$ cat src/rtl/ehgu_basic_pkg.sv
// Shared arithmetic helpers: modulo increment and binary/thermometer conversion.
package ehgu_basic_pkg;
  localparam int THERM_SIZE = 255;

  function automatic int mod_inc(input int val, input int modulus);
    return (val + 1 >= modulus) ? 0 : val + 1;
  endfunction

  // Bits [lvl-1:0] set; values above THERM_SIZE saturate to all ones.
  function automatic logic [THERM_SIZE-1:0] bin2therm(input int lvl);
    logic [THERM_SIZE-1:0] t;
    t = '0;
    for (int i = 0; i < THERM_SIZE; i++) t[i] = (i < lvl);
    return t;
  endfunction

  function automatic int therm2bin(input logic [THERM_SIZE-1:0] t);
    int n;
    n = 0;
    for (int i = 0; i < THERM_SIZE; i++) n += int'(t[i]);
    return n;
  endfunction
endpackage

$ cat src/rtl/ehgu_config_pkg.sv
// Build-wide datapath configuration shared by EHGU blocks.
package ehgu_config_pkg;
  localparam int DP_WIDTH = 8;
endpackage

$ cat src/rtl/ehgu_ring_fifo_if.sv
// Write/read handshake bundle of the EHGU ring FIFO; slave is the FIFO side.
interface ehgu_ring_fifo_if
  import ehgu_config_pkg::*;
();
  logic                wr_valid;
  logic                wr_ready;
  logic [DP_WIDTH-1:0] wr_data;
  logic                rd_valid;
  logic                rd_ready;
  logic [DP_WIDTH-1:0] rd_data;

  modport master (output wr_valid, wr_data, rd_ready,
                  input  wr_ready, rd_valid, rd_data);
  modport slave  (input  wr_valid, wr_data, rd_ready,
                  output wr_ready, rd_valid, rd_data);
endinterface

$ cat src/rtl/ehgu_ring_fifo_mem.sv
// DEPTH x DP_WIDTH register array: one synchronous write port, one asynchronous read port.
module ehgu_ring_fifo_mem
  import ehgu_config_pkg::*;
#(
  parameter int DEPTH = 5,
  parameter int AW    = $clog2(DEPTH)
) (
  input  logic                clk,
  input  logic                we,
  input  logic [AW-1:0]       waddr,
  input  logic [DP_WIDTH-1:0] wdata,
  input  logic [AW-1:0]       raddr,
  output logic [DP_WIDTH-1:0] rdata
);
  logic [DP_WIDTH-1:0] r_mem [DEPTH];

  always_ff @(posedge clk) begin
    if (we) r_mem[waddr] <= wdata;
  end

  assign rdata = r_mem[raddr];
endmodule

$ cat src/rtl/ehgu_ring_fifo.sv
// FWFT ring FIFO with arbitrary depth; level, almost-full and, with
// EHGU_RING_FIFO_THERM_EN defined, a thermometer-coded level output.
module ehgu_ring_fifo
  import ehgu_config_pkg::*;
  import ehgu_basic_pkg::*;
#(
  parameter int DEPTH        = 5,
  parameter int AFULL_THRESH = DEPTH - 1
) (
  input  logic                   clk,
  input  logic                   rst,
  input  logic                   flush,
  ehgu_ring_fifo_if.slave        bus,
  output logic [$clog2(DEPTH):0] level,
  output logic                   afull
`ifdef EHGU_RING_FIFO_THERM_EN
  ,
  output logic [THERM_SIZE-1:0]  level_therm
`endif
);
  localparam int PTR_W = $clog2(DEPTH);
  typedef logic [PTR_W:0]   level_t;
  typedef logic [PTR_W-1:0] ptr_t;

  ptr_t   r_wr_ptr;
  ptr_t   r_rd_ptr;
  level_t r_level;
  logic   w_wr_fire;
  logic   w_rd_fire;
  logic   w_mem_we;

  // Flags come only from the registered level, never from the request inputs.
  assign bus.wr_ready = (r_level != level_t'(DEPTH));
  assign bus.rd_valid = (r_level != '0);
  assign afull        = (r_level >= level_t'(AFULL_THRESH));
  assign level        = r_level;

  assign w_wr_fire = bus.wr_valid && bus.wr_ready;
  assign w_rd_fire = bus.rd_valid && bus.rd_ready;
  assign w_mem_we  = w_wr_fire && !flush && !rst;

  always_ff @(posedge clk) begin
    if (rst || flush) begin
      r_wr_ptr <= '0;
      r_rd_ptr <= '0;
      r_level  <= '0;
    end else begin
      if (w_wr_fire) r_wr_ptr <= ptr_t'(mod_inc(int'(r_wr_ptr), DEPTH));
      if (w_rd_fire) r_rd_ptr <= ptr_t'(mod_inc(int'(r_rd_ptr), DEPTH));
      case ({w_wr_fire, w_rd_fire})
        2'b10:   r_level <= r_level + level_t'(1);
        2'b01:   r_level <= r_level - level_t'(1);
        default: r_level <= r_level;
      endcase
    end
  end

  ehgu_ring_fifo_mem #(
    .DEPTH (DEPTH),
    .AW    (PTR_W)
  ) u_mem (
    .clk   (clk),
    .we    (w_mem_we),
    .waddr (r_wr_ptr),
    .wdata (bus.wr_data),
    .raddr (r_rd_ptr),
    .rdata (bus.rd_data)
  );

`ifdef EHGU_RING_FIFO_THERM_EN
  assign level_therm = bin2therm(int'(r_level));
`endif
endmodule

$ cat src/flat_wrapper.sv
// flat-port wrapper written by rule: the top's interface ports become plain ports
module ehgu_ring_fifo_flat import ehgu_config_pkg::*; import ehgu_basic_pkg::*;
#(
  parameter int DEPTH        = 5,
  parameter int AFULL_THRESH = DEPTH - 1
)
  (clk, rst, flush, level, afull, bus_wr_valid, bus_wr_data, bus_rd_ready, bus_wr_ready, bus_rd_valid, bus_rd_data);
  ehgu_ring_fifo_if bus_i ();
  input  logic clk;
  input  logic rst;
  input  logic flush;
  output logic [$clog2(DEPTH):0] level;
  output logic afull;
  input wire logic [$bits(bus_i.wr_valid)-1:0] bus_wr_valid;
  input wire logic [$bits(bus_i.wr_data)-1:0] bus_wr_data;
  input wire logic [$bits(bus_i.rd_ready)-1:0] bus_rd_ready;
  output wire logic [$bits(bus_i.wr_ready)-1:0] bus_wr_ready;
  output wire logic [$bits(bus_i.rd_valid)-1:0] bus_rd_valid;
  output wire logic [$bits(bus_i.rd_data)-1:0] bus_rd_data;
  assign bus_i.wr_valid = bus_wr_valid;
  assign bus_i.wr_data = bus_wr_data;
  assign bus_i.rd_ready = bus_rd_ready;
  assign bus_wr_ready = bus_i.wr_ready;
  assign bus_rd_valid = bus_i.rd_valid;
  assign bus_rd_data = bus_i.rd_data;
  ehgu_ring_fifo #(.DEPTH(DEPTH), .AFULL_THRESH(AFULL_THRESH)) u_core (.clk(clk), .rst(rst), .flush(flush), .bus(bus_i), .level(level), .afull(afull));
endmodule
$ cat config.mk
export PLATFORM = sky130hd
export DESIGN_NAME = ehgu_ring_fifo_flat
export DESIGN_NICKNAME = d
export VERILOG_FILES = /design/src/rtl/ehgu_basic_pkg.sv /design/src/rtl/ehgu_config_pkg.sv /design/src/rtl/ehgu_ring_fifo_if.sv /design/src/rtl/ehgu_ring_fifo_mem.sv /design/src/rtl/ehgu_ring_fifo.sv /design/src/flat_wrapper.sv
export SDC_FILE = /design/constraint.sdc
export NUM_CORES = 1
export LEC_CHECK = 0
export CORE_AREA = 3 3 79 81
export CTS_CLUSTER_SIZE = 30
export DETAILED_ROUTE_END_ITERATION = 6
export DIE_AREA = 0 0 82 84
export PLACE_DENSITY = 0.6
export SLEW_MARGIN = 20
export SYNTH_ARGS = -nofsm -noshare
export SYNTH_HDL_FRONTEND = slang
export SYNTH_SLANG_ARGS = --single-unit
$ cat constraint.sdc
create_clock -name clk -period 2.51 [get_ports clk]
set_input_delay 0.6275 -clock clk [delete_from_list [all_inputs] [get_ports clk]]
set_output_delay 0.6275 -clock clk [all_outputs]
set_load 0.02 [all_outputs]
Word level (Yosys, flattened, before mapping)

Memory sizes are Yosys's and may differ from the RTL's. A register that Yosys moved wholly into a read port is not among the register bits.
Cells that the tools add are included.

Register bits: 10
Bits in writable memories: 40
Input bits: 13
Logic and storage cells: 30
Output and inout bits: 15
Memories: 1

Memory list:

| name               | words | width | read ports | clocked after Yosys merged registers in | wr ports | line                     | RTL |
|---|---|---|---|---|---|---|---|
| u_core.u_mem.r_mem | 5     | 8     | 1          | 1                                       | 1        | ehgu_ring_fifo_mem.sv:15 | `logic [DP_WIDTH-1:0] r_mem [DEPTH];` |

Eq/ne operators: 3
Multiplexer cells: 7
Magnitude comparators: 3
Reduce and logical (&&, ||, !) cells: 9
$add $sub $neg: 4

Operators with widths:

| cell                                                                   | count |
|---|---|
| 4-bit by 3-bit >= comparator with 1-bit output (second input constant) | 3 |
| 3-bit 2-to-1 mux                                                       | 4 |
| 3-bit by 1-bit adder with 4-bit output (second input constant)         | 2 |
| 4-bit one-hot mux with 2 select lines                                  | 1 |
| 4-bit by 1-bit adder with 4-bit output (second input constant)         | 1 |
| 1-bit logical AND                                                      | 4 |
| 4-bit by 3-bit != test with 1-bit output (second input constant)       | 1 |
| 4-bit nonzero test                                                     | 1 |
| 4-bit by 1-bit subtractor with 4-bit output (second input constant)    | 1 |
| 2-bit by 1-bit == test with 1-bit output (second input constant)       | 1 |
| 2-bit == test (second input constant)                                  | 1 |
| 1-bit logical NOT                                                      | 2 |
| 1-bit 2-to-1 mux                                                       | 2 |
| 2-bit nonzero test                                                     | 1 |
| 1-bit logical OR                                                       | 1 |

Depth between registers and ports, before layout

Gate-level depths: netlist of the first run.

Depth after elaboration: 6
Gate-level depth with buffers: 10
Mapped depth without buffers: 9

By module

Synthesis of the first run repeated with hierarchy kept, for this count alone.

Cells, all modules: 169
Area, all modules: 2289.7 um^2

By module, submodules not included:

| module             | times used | cells an instance | area each (um^2) | sequential area each (um^2) |
|---|---|---|---|---|
| ehgu_ring_fifo_mem | 1          | 92                | 1616.6           | 1201.2 |
| ehgu_ring_fifo     | 1          | 77                | 673.1            | 200.2 |

Worst setup path before layout of the first run

Ideal clock, no wire load.

Kind: register -> register
Start: register u_core.r_level[1], in the netlist u_core.level[1]
End: register u_core.r_level[2], in the netlist u_core.level[2]
Stages on the path, launching flop included: 11
Buffers on the path: 1
Clock period less this slack: 2.378 ns
Library setup time: 0.071 ns
Data required time: 2.439 ns
Arrival time: 2.308 ns
Path slack: 0.132 ns
Path through: dfxtp_1 buf_4 o41ai_2 inv_1 ha_1 xor2_1 ha_1 a21oi_1 xor2_1 or3_1 a21oi_1

Word-level cells in the longest chain between the ends: 4

RTL lines:

| what                                                                           | line                                       | RTL |
|---|---|---|
| start: declaration                                                             | ehgu_ring_fifo.sv:27                       | `level_t r_level;` |
| start signal: assignment                                                       | ehgu_ring_fifo.sv:51                       | `2'b10: r_level <= r_level + level_t'(1);` |
| start signal: assignment                                                       | ehgu_ring_fifo.sv:52                       | `2'b01: r_level <= r_level - level_t'(1);` |
| start signal: assignment                                                       | ehgu_ring_fifo.sv:53                       | `default: r_level <= r_level;` |
| 4-bit by 3-bit != test with 1-bit output or 4-bit nonzero test (tied branches) | ehgu_ring_fifo.sv:33, ehgu_ring_fifo.sv:34 |  |
| 1-bit logical AND, on equally long branches                                    | ehgu_ring_fifo.sv:38, ehgu_ring_fifo.sv:39 |  |
| 2-bit by 1-bit == test with 1-bit output or 2-bit == test (tied branches)      | ehgu_ring_fifo.sv:50                       | `case ({w_wr_fire, w_rd_fire})` |
| 4-bit one-hot mux with 2 select lines or 2-bit nonzero test (tied branches)    | --                                         |  |

Parallel ways exist; a longest one is shown, timed or not.
A chain may end at the register's enable or synchronous reset.

Worst setup path after layout of the first run

Start: register u_core.r_level[0], in the netlist u_core.level[0]
End: output bus_rd_valid

Word-level cells in the longest chain between the ends: 1

RTL lines:

| what               | line                 | RTL |
|---|---|---|
| 4-bit nonzero test | ehgu_ring_fifo.sv:34 | `assign bus.rd_valid = (r_level != '0);` |
| end: declaration   | flat_wrapper.sv:18   | `output wire logic [$bits(bus_i.rd_valid)-1:0] bus_rd_valid;` |

Every way passes these cells.

==> metrics.csv, run 1 <==
stage,metric,value,unit
die,ioPinCount,28,
setup_path,cp.arrival,1.80,ns
grt,grt_pass1_wl,6870,um
synthesis,synth-seq-cells,53,
min_path,min-delay-start,u_core.r_wr_ptr[1],
job,timing.max_cap.violations,0,
die,core,5540,um^2
layout,antenna_diode_count,0,
timing,clock-skew-final,0.00378,ns
synthesis,synth_area_leader_cell,edfxtp_1,
die,die_width,82,um
clock_network,cts-root-to-sink-buffers,2,
synthesis,synth.top_cells.by_area,"edfxtp_1 54%, dfxtp_1 12%, mux4_2 8.1%",
synthesis,yosysWarnings,0,
die,design.die.area,6890,um^2
timing,rsz0062_at_grt,no,
timing,final.period_utilization,0.968,
setup_path,cp.required,1.88,ns
grt,grt-ovfl-total,0,
clock_network,clk_pin_slew,0.09,ns
setup_path,timing.critical_path.from_type,flop,
route,drt-vias-per-instance,5.07,
clock_network,cts_num_sinks,53,
power_and_ir_drop,pwr_density,560,nW/um^2
layout,flow.area_growth_from_synthesis,21.9,%
min_path,whs_endpoint,u_core.r_wr_ptr[1],
clock_network,ctsHtreeMaxLevel,2,
min_path,hold_class,flop to flop,
setup_path,regToRegStartpoint,u_core.level[0],
synthesis,synthesis.nets,167,
route,drc,0,
setup_path,timing.critical_path.to_type,output port,
setup_path,reg2reg_setup_slack,0.24,ns
timing,remaining_max_slew_budget_at_the_tightest_pin,0.719,
clock_network,quantity_of_hold_fixing_buffers_added_after_cts,0,
outcome,run_status,"finished, final reports clean",
setup_path,timing_worst_setup_path_type,flop to output port,
synthesis,synth_area,2240,um^2
place,post_dp_hpwl,2940,um
layout,fill_cells,507,
timing,period_minus_slack,2.43,ns
setup_path,largest_driver_fanout_on_the_critical_path,8,
die,die_y,84,um
route,wl_per_cell,15.9,um
clock_network,clock_insertion_delay_worst_skew,0.29,ns
route,dr.pass1.iters,4,
place,port_buffers,27,
grt,antenna_violations_before_repair,0,
min_path,holdPathStages,2,
grt,first_global_vias,1390,
timing,report.final.hold_viol_count,0,
clock_network,tritoncts,built,
setup_path,worstReg2RegEnd,u_core.level[2],
power_and_ir_drop,finalPower,1.53,mW
setup_path,r2r.worst_path.cells,9,
synthesis,seq_area_frac_synth,0.654,
route,postRouteAntennaNets,0,
synthesis,yosysUniqueCellTypes,34,
setup_path,crit_path_cells,"or4_1, clkdlybuf4s50_1",
route,vias_after_detailed_routing,1317,
grt,globalRouteTotalUtil,0.134,
timing,count_of_final_setup_violators,0,
setup_path,critPathSlowestCell,clkdlybuf4s50_1,
place,gp_congestion,0.794,
route,aggregate_routed_wire_length,4130,um
route,drtIter0Drc,45,
power_and_ir_drop,worst_ir_drop_on_vdd,0.236,mV
layout,drive_above_1_share,0.255,
timing,max_freq,412,MHz
timing,finalMaxSlewViolations,0,
clock_network,cts-buffers-inserted,5,
grt,grt_start_max_net_pins,16,
clock_network,root_buffer,clkbuf_8,
die,start_util,0.404,
timing,worst_slew_pin_slew,0.422,ns
synthesis,synth_cells,147,
setup_path,worst_path_largest_cell_delay,0.56,ns
power_and_ir_drop,p_leak,0.928,nW
layout,postLayoutCoreUtil,0.492,
die,floorplan.rows,27,
layout,finalNetCount,207,
synthesis,synth.avg_cell_area,15.2,um^2
synthesis,synth_largest_type_area_fraction,0.537,
cells in the mapped netlist (all sizes together):
| library cell | n |
|---|---|
| o41ai | 1 |
| nor2b | 1 |
| nand2 | 9 |
| mux4 | 8 |
| mux2i | 1 |
| xor2 | 3 |
| o21ai | 3 |
| or3 | 4 |
| nand3 | 1 |
| a31oi | 1 |
| buf | 3 |
| dfxtp | 13 |
| edfxtp | 40 |
| nor4b | 1 |
| inv | 7 |
| nor3b | 1 |
| mux2 | 9 |
| nand3b | 1 |
| clkbuf | 2 |
| nand2b | 1 |
| a21oi | 12 |
| nand4bb | 1 |
| nor3 | 4 |
| nor2 | 6 |
| ha | 7 |
| or4b | 1 |
| o2111ai | 1 |
| or4 | 1 |
| o211ai | 1 |
| and3b | 1 |
| or2 | 2 |
power breakdown:
part	internal [mW]	switching, mW
sequential	0.950	0.00888
clock	0.198	0.251
combinational	0.0616	0.0574
total	1.21	0.317
worst max-delay path by stage:
| stage | start | end | depth (start not counted) | slack, ns |
|---|---|---|---|---|
| after floorplan | u_core.level[1] | u_core.level[2] | 10 | 0.13 |
| after global placement | bus_rd_ready | u_core.level[2] | 10 | 0.01 |
| after detailed placement | bus_rd_ready | u_core.level[2] | 10 | -0.08 |
| after CTS | flop | bus_rd_data[6] | 4 | 0.003 |
| after global routing | u_core.level[0] | bus_rd_valid | 2 | 0.01 |
| final | u_core.level[0] | bus_rd_valid | 2 | 0.08 |
cell families after synthesis:
| group | after synthesis | share of synthesized area |
|---|---|---|
| fa+ha+maj | 7 | 0.0392 |
| mux | 18 | 0.130 |
| flops | 53 | 0.654 |
| xor+xnor | 3 | 0.0118 |
| buf+inv | 12 | 0.0224 |
| simple gates | 35 | 0.0918 |
| compound gates | 19 | 0.0509 |
metal layers:
| layer | track usage | part of all wire |
|---|---|---|
| met5 | 0 | 0 |
| met4 | 0.0363 | 0.011 |
| met3 | 0.0378 | 0.039 |
| met2 | 0.231 | 0.53 |
| met1 | 0.162 | 0.42 |
worst max-delay path: cells and delay by family (launching register included):
kind / cells / cell delay [ns]
AND/OR/NAND/NOR: 1 / 0.55
flip-flops: 1 / 0.41
buffers and inverters: 1 / 0.56
cell usage in the layout, fill, tap and decap left out, drive strengths merged:
cell            n
o2111ai         1
or3             4
nor2            6
buf            12
nand3           1
clkdlybuf4s50  19
and3b           1
mux2            9
nor3            4
a21oi          12
nor2b           1
nor4b           1
ha              7
clkbuf         14
mux4            8
nand2           9
o21ai           3
clkinvlp        1
nand3b          1
o41ai           1
or4b            1
a31oi           1
inv             7
edfxtp         40
dfxtp          13
o211ai          1
nor3b           1
or4             1
mux2i           1
nand4bb         1
xor2            3
or2             2
nand2b          1
metrics by stage:
| stage | setup TNS, ns | area, um^2 | cells | hold WS (ns) | setup WS, ns |
|---|---|---|---|---|---|
| finish | 0 | 2730 | 260 | 0.526 | 0.0816 |
| global route | 0 | 2730 | 260 | 0.552 | 0.0140 |
| CTS | 0 | 2770 | 260 | 0.526 | 0.00304 |
| detailed placement | -0.0826 | 2680 | 252 | 0.514 | -0.0826 |
| global placement | 0 | 2680 | 252 | 0.496 | 0.0144 |
| floorplan | 0 | 2240 | 147 | 0.478 | 0.132 |
what timing repair did:
action | CTS | global route
setup endpoints to repair | 8 | 8
buffers inserted | 0 | 0
resized for setup | 17 | 9
pin swaps | 0 | 0
endpoints found under the hold margin | 0 | 0
registers in the layout, indices dropped and copies added (netlist names), named ones only:
register	count
u_core.u_mem.r_mem	40
u_core.level	4
u_core.r_rd_ptr	3
u_core.r_wr_ptr	3
area by class of cell:
| class | count | area [um^2] | area share |
|---|---|---|---|
| clock buffer | 7 | 76.3 | 0.0280 |
| inverter | 7 | 26.3 | 0.00964 |
| sequential | 53 | 1460 | 0.537 |
| multi-input combinational | 82 | 724 | 0.266 |
| clock inverter | 1 | 7.51 | 0.00275 |
| timing repair buffer | 38 | 338 | 0.124 |
| tap | 72 | 90.1 | 0.0331 |
(Power assumes the default switching activity.)
==> inputs of run 2 (changes only) <==
- SLEW_MARGIN: 20 -> default
==> results of run 2 <==
The final DEF is identical to that of run 1; final timing and power are the same.
